## config.mk

```make
export PLATFORM = sky130hd
export DESIGN_NAME = uart_boot_loader
export DESIGN_NICKNAME = d
export VERILOG_FILES = /design/src/rtl/boot_pkg.sv /design/src/rtl/word_packer.sv /design/src/rtl/uart_boot_loader.sv
export SDC_FILE = /design/constraint.sdc
export NUM_CORES = 1
export LEC_CHECK = 0
export BUFFER_PORTS_ARGS = -buffer_cell sky130_fd_sc_hd__buf_2
export CAP_MARGIN = 20
export CELL_PAD_IN_SITES_DETAIL_PLACEMENT = 0
export CELL_PAD_IN_SITES_GLOBAL_PLACEMENT = 1
export CORE_ASPECT_RATIO = 0.5
export CORE_MARGIN = 10
export CORE_UTILIZATION = 32
export DETAILED_ROUTE_END_ITERATION = 12
export GPL_TIMING_DRIVEN = 0
export PLACE_DENSITY = 0.7
export SYNTH_ARGS = -nofsm -noshare
export SYNTH_HDL_FRONTEND = slang
export SYNTH_SLANG_ARGS = --single-unit
```

## constraint.sdc

```tcl
create_clock -name clk -period 4.03 [get_ports clk]
set_clock_uncertainty 0.1 [all_clocks]
set_input_delay 0.2015 -clock clk [delete_from_list [all_inputs] [get_ports clk]]
set_output_delay 0.2015 -clock clk [all_outputs]
set_load 0.02 [all_outputs]
```

## src/rtl/boot_pkg.sv

```systemverilog
// Shared types and constants for the UART boot loader.
// The CSUM state exists only when UART_BOOT_LOADER_CHECKSUM_EN is defined.
package boot_pkg;

  localparam int HDR_BYTES  = 4;
  localparam int WORD_BYTES = 4;
  localparam int BYTE_W     = 8;

  typedef enum logic [2:0] {
    HDR,
    DATA,
    WRITE,
`ifdef UART_BOOT_LOADER_CHECKSUM_EN
    CSUM,
`endif
    DONE,
    ERR
  } state_t;

endpackage

```

## src/rtl/word_packer.sv

```systemverilog
// Little-endian byte-to-word packer shared by the header and payload paths.
// word_full pulses for one cycle after every fourth byte strobe.
module word_packer
  import boot_pkg::*;
(
  input  logic              clk,
  input  logic              clr,
  input  logic              byte_en,
  input  logic [BYTE_W-1:0] byte_in,
  output logic [31:0]       word,
  output logic              word_full
);

  localparam int PACK_BYTES = (HDR_BYTES > WORD_BYTES) ? HDR_BYTES : WORD_BYTES;

  logic [1:0]  cnt_reg;
  logic [31:0] word_reg;
  logic        full_reg;

  always_ff @(posedge clk) begin
    if (clr) begin
      cnt_reg  <= '0;
      word_reg <= '0;
      full_reg <= 1'b0;
    end else begin
      full_reg <= byte_en && (cnt_reg == 2'(PACK_BYTES - 1));
      if (byte_en) begin
        cnt_reg  <= cnt_reg + 2'd1;
        // Shift in from the top so the first byte lands in [7:0] after four strobes.
        word_reg <= {byte_in, word_reg[31:BYTE_W]};
      end
    end
  end

  assign word      = word_reg;
  assign word_full = full_reg;

endmodule

```

## src/rtl/uart_boot_loader.sv

```systemverilog
// Loads a length-prefixed little-endian image from the UART RX FIFO into RAM, then releases the CPU.
// Define UART_BOOT_LOADER_CHECKSUM_EN to require a trailing mod-256 payload checksum byte.
module uart_boot_loader
  import boot_pkg::*;
#(
  parameter int NUM_WORDS = 3584,
  parameter int ADDR_W    = 30
) (
  input  logic              clk,
  input  logic              reset,
  input  logic              rx_empty,
  input  logic [7:0]        uart_rdata,
  output logic              rd_uart,
  output logic [ADDR_W-1:0] ram_addr,
  output logic [31:0]       ram_wdata,
  output logic [3:0]        ram_we,
  output logic              busy,
  output logic              cpu_reset,
  output logic              done,
  output logic              error
);

`ifdef UART_BOOT_LOADER_CHECKSUM_EN
  localparam state_t AFTER_LOAD = CSUM;
`else
  localparam state_t AFTER_LOAD = DONE;
`endif

  state_t            state_reg;
  logic [31:0]       n_reg;
  logic [ADDR_W-1:0] idx_reg;
  logic              pop_reg;
  logic [ADDR_W-1:0] ram_addr_reg;
  logic [31:0]       ram_wdata_reg;
  logic [3:0]        ram_we_reg;
  logic              busy_reg;
  logic              cpu_reset_reg;
  logic              done_reg;
  logic              error_reg;
  logic              accept;
  logic              pop;
  logic [31:0]       word;
  logic              word_full;
`ifdef UART_BOOT_LOADER_CHECKSUM_EN
  logic [7:0]        sum_reg;
`endif

  // Pops are spaced by a forced idle cycle so the FIFO head has time to advance.
  always_comb begin
    accept = (state_reg == HDR) || (state_reg == DATA);
`ifdef UART_BOOT_LOADER_CHECKSUM_EN
    if (state_reg == CSUM) accept = 1'b1;
`endif
    pop = accept && !rx_empty && !pop_reg;
  end

  word_packer u_packer (
    .clk       (clk),
    .clr       (reset),
    .byte_en   (pop),
    .byte_in   (uart_rdata),
    .word      (word),
    .word_full (word_full)
  );

  always_ff @(posedge clk) begin
    if (reset) begin
      state_reg     <= HDR;
      n_reg         <= '0;
      idx_reg       <= '0;
      pop_reg       <= 1'b0;
      ram_addr_reg  <= '0;
      ram_wdata_reg <= '0;
      ram_we_reg    <= '0;
      busy_reg      <= 1'b1;
      cpu_reset_reg <= 1'b1;
      done_reg      <= 1'b0;
      error_reg     <= 1'b0;
`ifdef UART_BOOT_LOADER_CHECKSUM_EN
      sum_reg       <= '0;
`endif
    end else begin
      pop_reg    <= pop;
      ram_we_reg <= '0;
      case (state_reg)
        HDR: begin
          if (word_full) begin
            n_reg <= word;
            if (word > 32'(NUM_WORDS)) begin
              state_reg <= ERR;
              error_reg <= 1'b1;
            end else if (word == 32'd0) begin
              state_reg <= AFTER_LOAD;
              if (AFTER_LOAD == DONE) begin
                busy_reg      <= 1'b0;
                cpu_reset_reg <= 1'b0;
                done_reg      <= 1'b1;
              end
            end else begin
              state_reg <= DATA;
            end
          end
        end
        DATA: begin
`ifdef UART_BOOT_LOADER_CHECKSUM_EN
          if (pop) sum_reg <= sum_reg + uart_rdata;
`endif
          if (word_full) begin
            state_reg     <= WRITE;
            ram_we_reg    <= 4'b1111;
            ram_addr_reg  <= idx_reg;
            ram_wdata_reg <= word;
          end
        end
        WRITE: begin
          idx_reg <= idx_reg + 1'b1;
          if (32'(idx_reg) + 32'd1 == n_reg) begin
            state_reg <= AFTER_LOAD;
            if (AFTER_LOAD == DONE) begin
              busy_reg      <= 1'b0;
              cpu_reset_reg <= 1'b0;
              done_reg      <= 1'b1;
            end
          end else begin
            state_reg <= DATA;
          end
        end
`ifdef UART_BOOT_LOADER_CHECKSUM_EN
        CSUM: begin
          // The trailing byte sits in the packer's top lane the cycle after its pop.
          if (pop_reg) begin
            if (word[31:24] == sum_reg) begin
              state_reg     <= DONE;
              busy_reg      <= 1'b0;
              cpu_reset_reg <= 1'b0;
              done_reg      <= 1'b1;
            end else begin
              state_reg <= ERR;
              error_reg <= 1'b1;
            end
          end
        end
`endif
        DONE:    state_reg <= DONE;
        ERR:     state_reg <= ERR;
        default: state_reg <= HDR;
      endcase
    end
  end

  assign rd_uart   = pop;
  assign ram_addr  = ram_addr_reg;
  assign ram_wdata = ram_wdata_reg;
  assign ram_we    = ram_we_reg;
  assign busy      = busy_reg;
  assign cpu_reset = cpu_reset_reg;
  assign done      = done_reg;
  assign error     = error_reg;

endmodule

```

Word-level counts from Yosys, hierarchy flattened

Cells that the tools add are included.

Register bits: 170
Input port bits: 11
Output and inout port bits: 71
Logic and storage cells: 61

Add/sub/neg operators: 3
Magnitude comparators: 1
Equality and inequality tests: 11
Mux-type cells: 17
Bitwise gates (word level): 1
Reduce and logical (&&, ||, !) cells: 15

Operators with widths:

| cell                                                                               | number |
|---|---|
| 31-bit by 32-bit == test with 1-bit output                                         | 1 |
| 32-bit by 12-bit greater-than comparator with 1-bit output (second input constant) | 1 |
| 32-bit zero test                                                                   | 1 |
| 30-bit by 1-bit adder with 31-bit output (second input constant)                   | 1 |
| 30-bit by 1-bit adder with 30-bit output (second input constant)                   | 1 |
| 3-bit case mux with 5 select lines                                                 | 1 |
| 3-bit 2-to-1 mux                                                                   | 3 |
| 1-bit 2-to-1 mux                                                                   | 8 |
| 3-bit by 2-bit == test with 1-bit output (second input constant)                   | 2 |
| 2-bit by 1-bit inequality test with 1-bit output (second input constant)           | 3 |
| 2-bit AND reduction                                                                | 3 |
| 5-bit AND reduction                                                                | 1 |
| 2-bit 2-to-1 mux                                                                   | 2 |
| 4-bit 2-to-1 mux                                                                   | 1 |
| 2-bit inequality test (second input constant)                                      | 2 |
| 1-bit case mux with 2 select lines                                                 | 2 |
| 3-bit by 1-bit == test with 1-bit output (second input constant)                   | 1 |
| 3-bit == test (second input constant)                                              | 1 |
| 1-bit logical AND                                                                  | 3 |
| 3-bit zero test                                                                    | 1 |
| 3-bit AND reduction                                                                | 1 |
| 2-bit by 1-bit adder with 2-bit output (second input constant)                     | 1 |
| 2-bit == test (second input constant)                                              | 1 |
| 1-bit zero test                                                                    | 2 |
| other kinds (4)                                                                    | 4 |

Longest topological paths before layout

Gate-level depths: netlist of the first run.

Word-level depth: 5
Depth in mapped cells: 10
Depth with buffers taken out: 9

By module

From an unflattened synthesis of the first run, not the netlist that was laid out.

Cells, all modules: 889
Area, all modules: 7323.3 um^2

Modules (own cells, without submodules):

| module           | instances | cells an instance | area an instance (um^2) | sequential area each (um^2) |
|---|---|---|---|---|
| uart_boot_loader | 1         | 775               | 6044.5                  | 2642.5 |
| word_packer      | 1         | 114               | 1278.7                  | 700.7 |

Worst setup path before layout of the first run

Ideal clock, no wire load.

Path type: register -> register
Start: register idx_reg[0]
End: register cpu_reset_reg, in the netlist cpu_reset
Setup time: 0.114 ns
Arrival time: 2.556 ns
Required time: 3.816 ns
Setup slack: 1.260 ns
Cell stages (with the launch flop): 11
Path buffers: 1
Period minus slack after synthesis: 2.770 ns
Cell sequence: dfxtp_1 > ha_1 > nand3_2 > or3_1 > buf_6 > o31a_1 > a211oi_1 > o211ai_1 > nor4_1 > a41oi_1 > a21o_1

Cells in the longest elaborated chain, start to end: 4

Ends and longest elaborated chain:

| what                                       | line                    | text |
|---|---|---|
| start: declaration                         | uart_boot_loader.sv:31  | `logic [ADDR_W-1:0] idx_reg;` |
| start signal: assignment                   | uart_boot_loader.sv:116 | `idx_reg <= idx_reg + 1'b1;` |
| 30-bit by 1-bit adder with 31-bit output   | uart_boot_loader.sv:117 | `if (32'(idx_reg) + 32'd1 == n_reg) begin` |
| 31-bit by 32-bit == test with 1-bit output | uart_boot_loader.sv:117 |  |
| 2-bit inequality test (no source line)     | -                       |  |
| 5-bit AND reduction (no source line)       | -                       |  |
| end signal: assignment                     | uart_boot_loader.sv:76  | `cpu_reset_reg <= 1'b1;` |
| end signal: assignment                     | uart_boot_loader.sv:96  | `cpu_reset_reg <= 1'b0;` |
| end signal: assignment                     | uart_boot_loader.sv:121 | `cpu_reset_reg <= 1'b0;` |
| end: declaration                           | uart_boot_loader.sv:37  | `logic cpu_reset_reg;` |

No other way between the ends.
A chain may end at the register's enable or synchronous reset.

Final worst setup path of the first run

Ends and elaborated chain as after synthesis.

==> results of run 1 <==
-- report_power, final --
| group | switching [mW] | internal (mW) | total (mW) | leakage (nW) |
|---|---|---|---|---|
| clock network | 0.734 | 0.993 | 1.73 | 0.300 |
| registers | 0.0196 | 1.66 | 1.68 | 1.35 |
| logic | 0.0716 | 0.0297 | 0.101 | 1.47 |
-- routing by layer --
| metal | routed length [µm] | vias to the layer above | GRT usage (%) |
|---|---|---|---|
| li1 | - | 3421 | - |
| met1 | 11900 | 3246 | 22.2 |
| met2 | 10300 | 133 | 24.5 |
| met3 | 1440 | 21 | 4.25 |
| met4 | 284 | 0 | 4.34 |
| met5 | 0 | - | 0 |
-- cells by family (layout without fill, tap and decap cells) --
family	after synthesis	after routing	synth area share (%)
AO/OA/AOI/OAI	193	193	14.6
XOR/XNOR	59	59	7.08
adder cells (fa/ha/maj)	3	3	0.480
buffers and inverters	81	203	4.75
flip-flops	167	167	45.8
multiplexers	1	1	0.137
AND/OR/NAND/NOR	442	442	27.2
-- worst max-delay path: cells and delay by family (launching register included) --
kind	cells	cell delay [ns]
AO/OA/AOI/OAI	4	0.86
flip-flops	1	0.52
adder cells (fa/ha/maj)	1	0.36
AND/OR/NAND/NOR	4	1.58
-- cells in the mapped netlist (all sizes together) (3+ instances only) --
library cell / number / area [µm²]
inv: 9 / 33.8
and3: 4 / 25.0
a211oi: 3 / 22.5
dfxtp: 167 / 3340
or3: 15 / 93.8
xor2: 25 / 219
buf: 17 / 105
nor3: 15 / 75.1
a21oi: 146 / 731
or4: 3 / 22.5
o211ai: 5 / 37.5
xnor2: 34 / 298
nand2b: 3 / 18.8
nand3: 16 / 85.1
nand2: 287 / 1080
a22oi: 4 / 30.0
o2111ai: 4 / 35.0
nand4: 23 / 174
or3b: 3 / 26.3
clkbuf: 54 / 204
nor4: 19 / 125
o21a: 3 / 22.5
and2: 5 / 32.5
nor2: 39 / 146
o21ai: 16 / 80.1
-- stage by stage --
step | hold WS [ns] | utilization [%] | total power [mW] | setup WS (ns)
after global placement | 0.335 | 36.6 | 1.81 | 0.133
after global routing | 0.301 | 39.9 | 3.62 | 0.279
after detailed placement | 0.342 | 36.6 | 1.81 | 0.184
after floorplan | 0.181 | - | 1.77 | 1.26
final | 0.232 | 39.9 | 3.51 | 0.516
after CTS | 0.230 | 39.9 | 3.54 | 0.174
-- cell type report --
class / count / area, µm² / area share, %
timing repair buffer: 90 / 495 / 5.63
buffer: 71 / 309 / 3.51
tap: 300 / 375 / 4.27
multi-input combinational: 698 / 3620 / 41.1
clock buffer: 18 / 429 / 4.88
clock inverter: 14 / 191 / 2.18
sequential: 167 / 3340 / 38.0
inverter: 10 / 37.5 / 0.427
-- placed cells by master, fill, tap and decap left out, types with 4 or more instances in the layout --
cell	netlist	routed
clkinv_4	0	4
a21oi_1	146	146
nand3_1	15	15
o211ai_1	5	5
or3_1	15	15
and3_1	4	4
buf_4	6	6
dlygate4sd3_1	0	9
clkbuf_16	0	17
nor4_1	18	18
buf_2	9	90
clkbuf_1	53	54
nor3_1	15	14
o2111ai_1	4	4
nor2_1	39	39
dfxtp_1	167	167
xor2_1	25	25
inv_1	9	9
xnor2_1	34	34
o21ai_0	16	16
a22oi_1	4	4
and2_1	4	4
nand4_1	21	21
nand2_1	287	287
-- how the worst max path moves through the flow --
| stage | start | endpoint | slack, ns |
|---|---|---|---|
| 2_1_floorplan | idx_reg[0] | cpu_reset | 1.26 |
| 3_3_place_gp | idx_reg[0] | cpu_reset | 0.13 |
| 3_5_place_dp | idx_reg[0] | cpu_reset | 0.18 |
| 4_1_cts | idx_reg[0] | cpu_reset | 0.17 |
| 5_1_grt | idx_reg[0] | cpu_reset | 0.28 |
| 6_report | idx_reg[0] | cpu_reset | 0.52 |
-- timing repair --
action,CTS,global route
hold buffers,9,0
endpoints found under the hold margin,9,0
setup endpoints to repair,0,2
resized for setup,0,1
==> results.yml, run 1 <==
yosys:
  synth_ff_type: "dfxtp_1"
  synth-async-reset-ratio_pct: 0
  synth_edf_count: 0
  ys_seq_area_share_pct: 45.8
  synth_seq_cells: 167
  syn-num-nets: 959
  synth_warnings: 0
  synth_area_mm2: 0.00730
  synth_cells: 946
  synth_area_per_cell_um2: 7.72
  yosysUniqueCellTypes: 57
route:
  wl_um: 23900
  vias: 6821
  drt_pre_antenna_iters: 5
  wl_per_cell_um: 17.5
  drt-initial-drc-count: 537
  drc: 0
  ant_nets: 0
  vias_per_cell: 4.99
placement:
  hpwl_um: 17900
  gp_congestion: 0.911
  dp_cells: 1327
  io_buffers: 81
  place_area_mm2: 0.00808
timing:
  fin_crit_sh_pct: 87.2
  period_needed_ns: 3.51
  report.final.slew_viol_count: 0
  fmax_mhz: 285
  worstMarginPinSlew_ns: 0.990
  hold_violations: 0
  timing.setup.tns_ns: 0
  rsz0062_at_grt: "false"
  setup_viol: 0
  max_slew_margin_pct: 33.4
setup_path:
  cp_common_cell: "nor4_1"
  r2r_slack_ns: 0.52
  path_max_fanout: 9
  cp.arrival_ns: 3.75
  critPathKind: "flop to flop"
  slowest_stage: "nor4_1"
  slowest_delay_ns: 0.57
  cp-end-kind: "flop"
  r2r_start: "idx_reg[0]"
  required_ns: 4.27
  path_cells: "ha_1 > nand3_2 > nor4_1 > or3b_1 > a21oi_1 > o211ai_1 > nor4_1 > a41oi_1 > a21o_1"
  cp-start-kind: "flop"
  r2r-end: "cpu_reset"
  r2r_cells: 9
floorplan:
  fp-row-count: 38
  dieArea_mm2: 0.0296
  initial_core_util_pct: 33.1
  core_area_mm2: 0.0221
  pin_count: 82
  die-height_um: 127
  die_width_um: 234
finish:
  fin_cells: 1368
  drive_gt1_share_pct: 13.0
  finalNetCount: 1068
  fillers: 2327
  stdcell_area_mm2: 0.00880
  diodes: 0
  synthToLayoutAreaGrowth_pct: 20.5
worst_hold_path:
  holdPathStages: 4
  worstHoldStart: "rx_empty"
  holdPathEnd: "pop_reg"
  hold_path.class: "input pin to flop"
pwr:
  powerDensity_mw_per_mm2: 399
  vdd_ir_drop_max_v: 0.000164
  leakage_nw: 3.11
grt:
  gr-total-overflow: 0
  grt_pass1_wl_um: 37300
  grt_antenna_before_repair: 0
  grt_usage_pct: 16.2
  grt_pass1_vias: 6503
  grt_start_max_net_pins: 17
clocking:
  clkTransAtPathRegs_ns: 0.07
  cts_root_buffer: "clkbuf_16"
  post_cts_buffers: 0
  cts_tree: "built"
  cts_buffers: 17
  cts.sinks: 167
  clock_path_buffers: 2
  htree_levels: 4
  clkLatencyLatePin_ns: 0.43
job:
  max_cap_viol_count: 0
outcome:
  status: "complete, no violations"
No activity file was read; power rests on OpenSTA's default activity.
==> run 2, diff against run 1 <==
PLACE_DENSITY = 0.69   (was 0.7)
SYNTH_HIERARCHICAL = 1   (was not set)
==> results.yml, run 2 <==
clocking:
  clock_path_buffers: 2
  post_cts_buffers: 0
  cts_root_buffer: "clkbuf_16"
  htree_levels: 4
  cts.sinks: 167
  clkLatencyLatePin_ns: 0.44
  cts_tree: "built"
  clkTransAtPathRegs_ns: 0.07
  cts_buffers: 17
floorplan:
  die_width_um: 234
  dieArea_mm2: 0.0297
  fp-row-count: 39
  initial_core_util_pct: 32.3
  pin_count: 82
  die-height_um: 127
  core_area_mm2: 0.0226
grt:
  grt_start_max_net_pins: 17
  grt_usage_pct: 14.8
  grt_pass1_vias: 5896
  grt_antenna_before_repair: 0
  gr-total-overflow: 0
  grt_pass1_wl_um: 34500
setup_path:
  cp.arrival_ns: 3.78
  crit_start: "idx_reg[0]"
  cp-start-kind: "flop"
  cp-end-kind: "flop"
  path_max_fanout: 7
  r2r_cells: 9
  required_ns: 4.27
  r2r_start: "idx_reg[0]"
  critPathKind: "flop to flop"
timing:
  timing.setup.tns_ns: 0
  setup_viol: 0
  whs_ns: 0.0408
  period_needed_ns: 3.54
  report.final.slew_viol_count: 0
  fin_crit_sh_pct: 87.8
  hold_violations: 0
  max_slew_margin_pct: 46.3
  worstMarginPinSlew_ns: 0.799
  fmax_mhz: 283
  rsz0062_at_grt: "false"
yosys:
  synthTopCellsByArea: "dfxtp_1, nand2_1, a21oi_1"
  synth_edf_count: 0
  synth_area_per_cell_um2: 8.24
  synth_seq_cells: 167
  synth_warnings: 6
  yosysTopAreaCell: "dfxtp_1"
  syn-num-nets: 902
  synth.cells.most_frequent: "nand2_1, dfxtp_1, a21oi_1"
  synth_most_common_cell: "nand2_1"
  synth_cells: 889
  synth_top_area_share_pct: 45.7
  synth_ff_type: "dfxtp_1"
  yosysUniqueCellTypes: 59
  ys_seq_area_share_pct: 45.7
  synth_area_mm2: 0.00732
  synth-async-reset-ratio_pct: 0
pwr:
  leakage_nw: 3.31
  vdd_ir_drop_max_v: 0.000282
  p_total_mw: 3.35
  powerDensity_mw_per_mm2: 382
placement:
  place_area_mm2: 0.00811
  hpwl_um: 16700
  io_buffers: 80
  dp_cells: 1276
  gp_congestion: 0.888
route:
  wl_per_cell_um: 16.7
  drc: 0
  drt-initial-drc-count: 418
  vias: 6310
  drt_pre_antenna_iters: 4
  ant_nets: 0
  wl_um: 22000
  vias_per_cell: 4.78
finish:
  synthToLayoutAreaGrowth_pct: 19.6
  seq_area_mm2: 0.00334
  stdcell_area_mm2: 0.00876
  fillers: 2384
  diodes: 0
  drive_gt1_share_pct: 14.4
  final_common_cell: "nand2_1"
  multi_input_area_mm2: 0.00361
  fin_cells: 1319
  most-common-layout-cells: "nand2_1, dfxtp_1, a21oi_1"
  finalNetCount: 1012
job:
  max_cap_viol_count: 0
worst_hold_path:
  holdPathStages: 3
  worstHoldStart: "rx_empty"
  hold_path.class: "input pin to flop"
outcome:
  status: "complete, no violations"
[run 2: power by group]
part / internal [mW] / switching, mW / leakage, nW
Sequential: 1.66 / 0.0194 / 1.35
Combinational: 0.0512 / 0.0757 / 1.70
Clock: 0.803 / 0.735 / 0.262
[run 2: cell type report]
class | instances | area share, %
clock buffers | 18 | 4.90
well taps | 307 | 4.39
repair buffers | 91 | 5.83
inverters | 6 | 0.257
multi-input cells | 649 | 41.2
clock inverters | 14 | 1.29
plain buffers | 67 | 3.96
flip-flops and latches | 167 | 38.2
[run 2: repair_timing]
action | in CTS | in global routing
hold buffers | 11 | 0
gates resized for setup | 0 | 0
endpoints found under the hold margin | 11 | 0
[run 2: final timing paths]
kind                                     end  slack (ns)
worst max register to register  state_reg[1]        0.49
worst min register to register  ram_addr[10]        0.35
worst min-delay path                 pop_reg        0.04
worst max-delay path            state_reg[1]        0.49
[run 2: cell families after synthesis]
kind of cell               count (synthesis)  share of synthesized area, %
muxes                                     36                          4.94
buffers and inverters                     73                          5.04
and+or+nand+nor                          406                          25.7
DFF                                      167                          45.7
xor gates and xnor gates                  66                          7.89
adders and majority gates                  2                         0.342
AOI/OAI and AO/OA                        139                          10.4
[run 2: worst max-delay path: stages (launching register included)]
cell and delay [ns]:
dfxtp_1 0.51, ha_1 0.35, nand3_1 0.28, or3_1 0.51
nor2b_1 0.26, nand4_1 0.15, xor2_1 0.20, nor4b_1 0.23
or4b_4 0.52, a2111oi_4 0.35
[run 2: metrics by stage]
stage	util [%]	setup WS, ns
after global routing	38.7	0.332
after detailed placement	35.8	0.552
final	38.7	0.491
after global placement	35.8	0.567
after floorplan	-	1.04
after CTS	38.7	0.523
[run 2: metal layers]
metal | share of wire (%) | vias up | track usage, %
li1 | - | 3203 | -
met1 | 51 | 2979 | 21.0
met2 | 44 | 114 | 22.5
met3 | 3.8 | 14 | 3.36
met4 | 0.85 | 0 | 3.24
met5 | 0 | - | 0
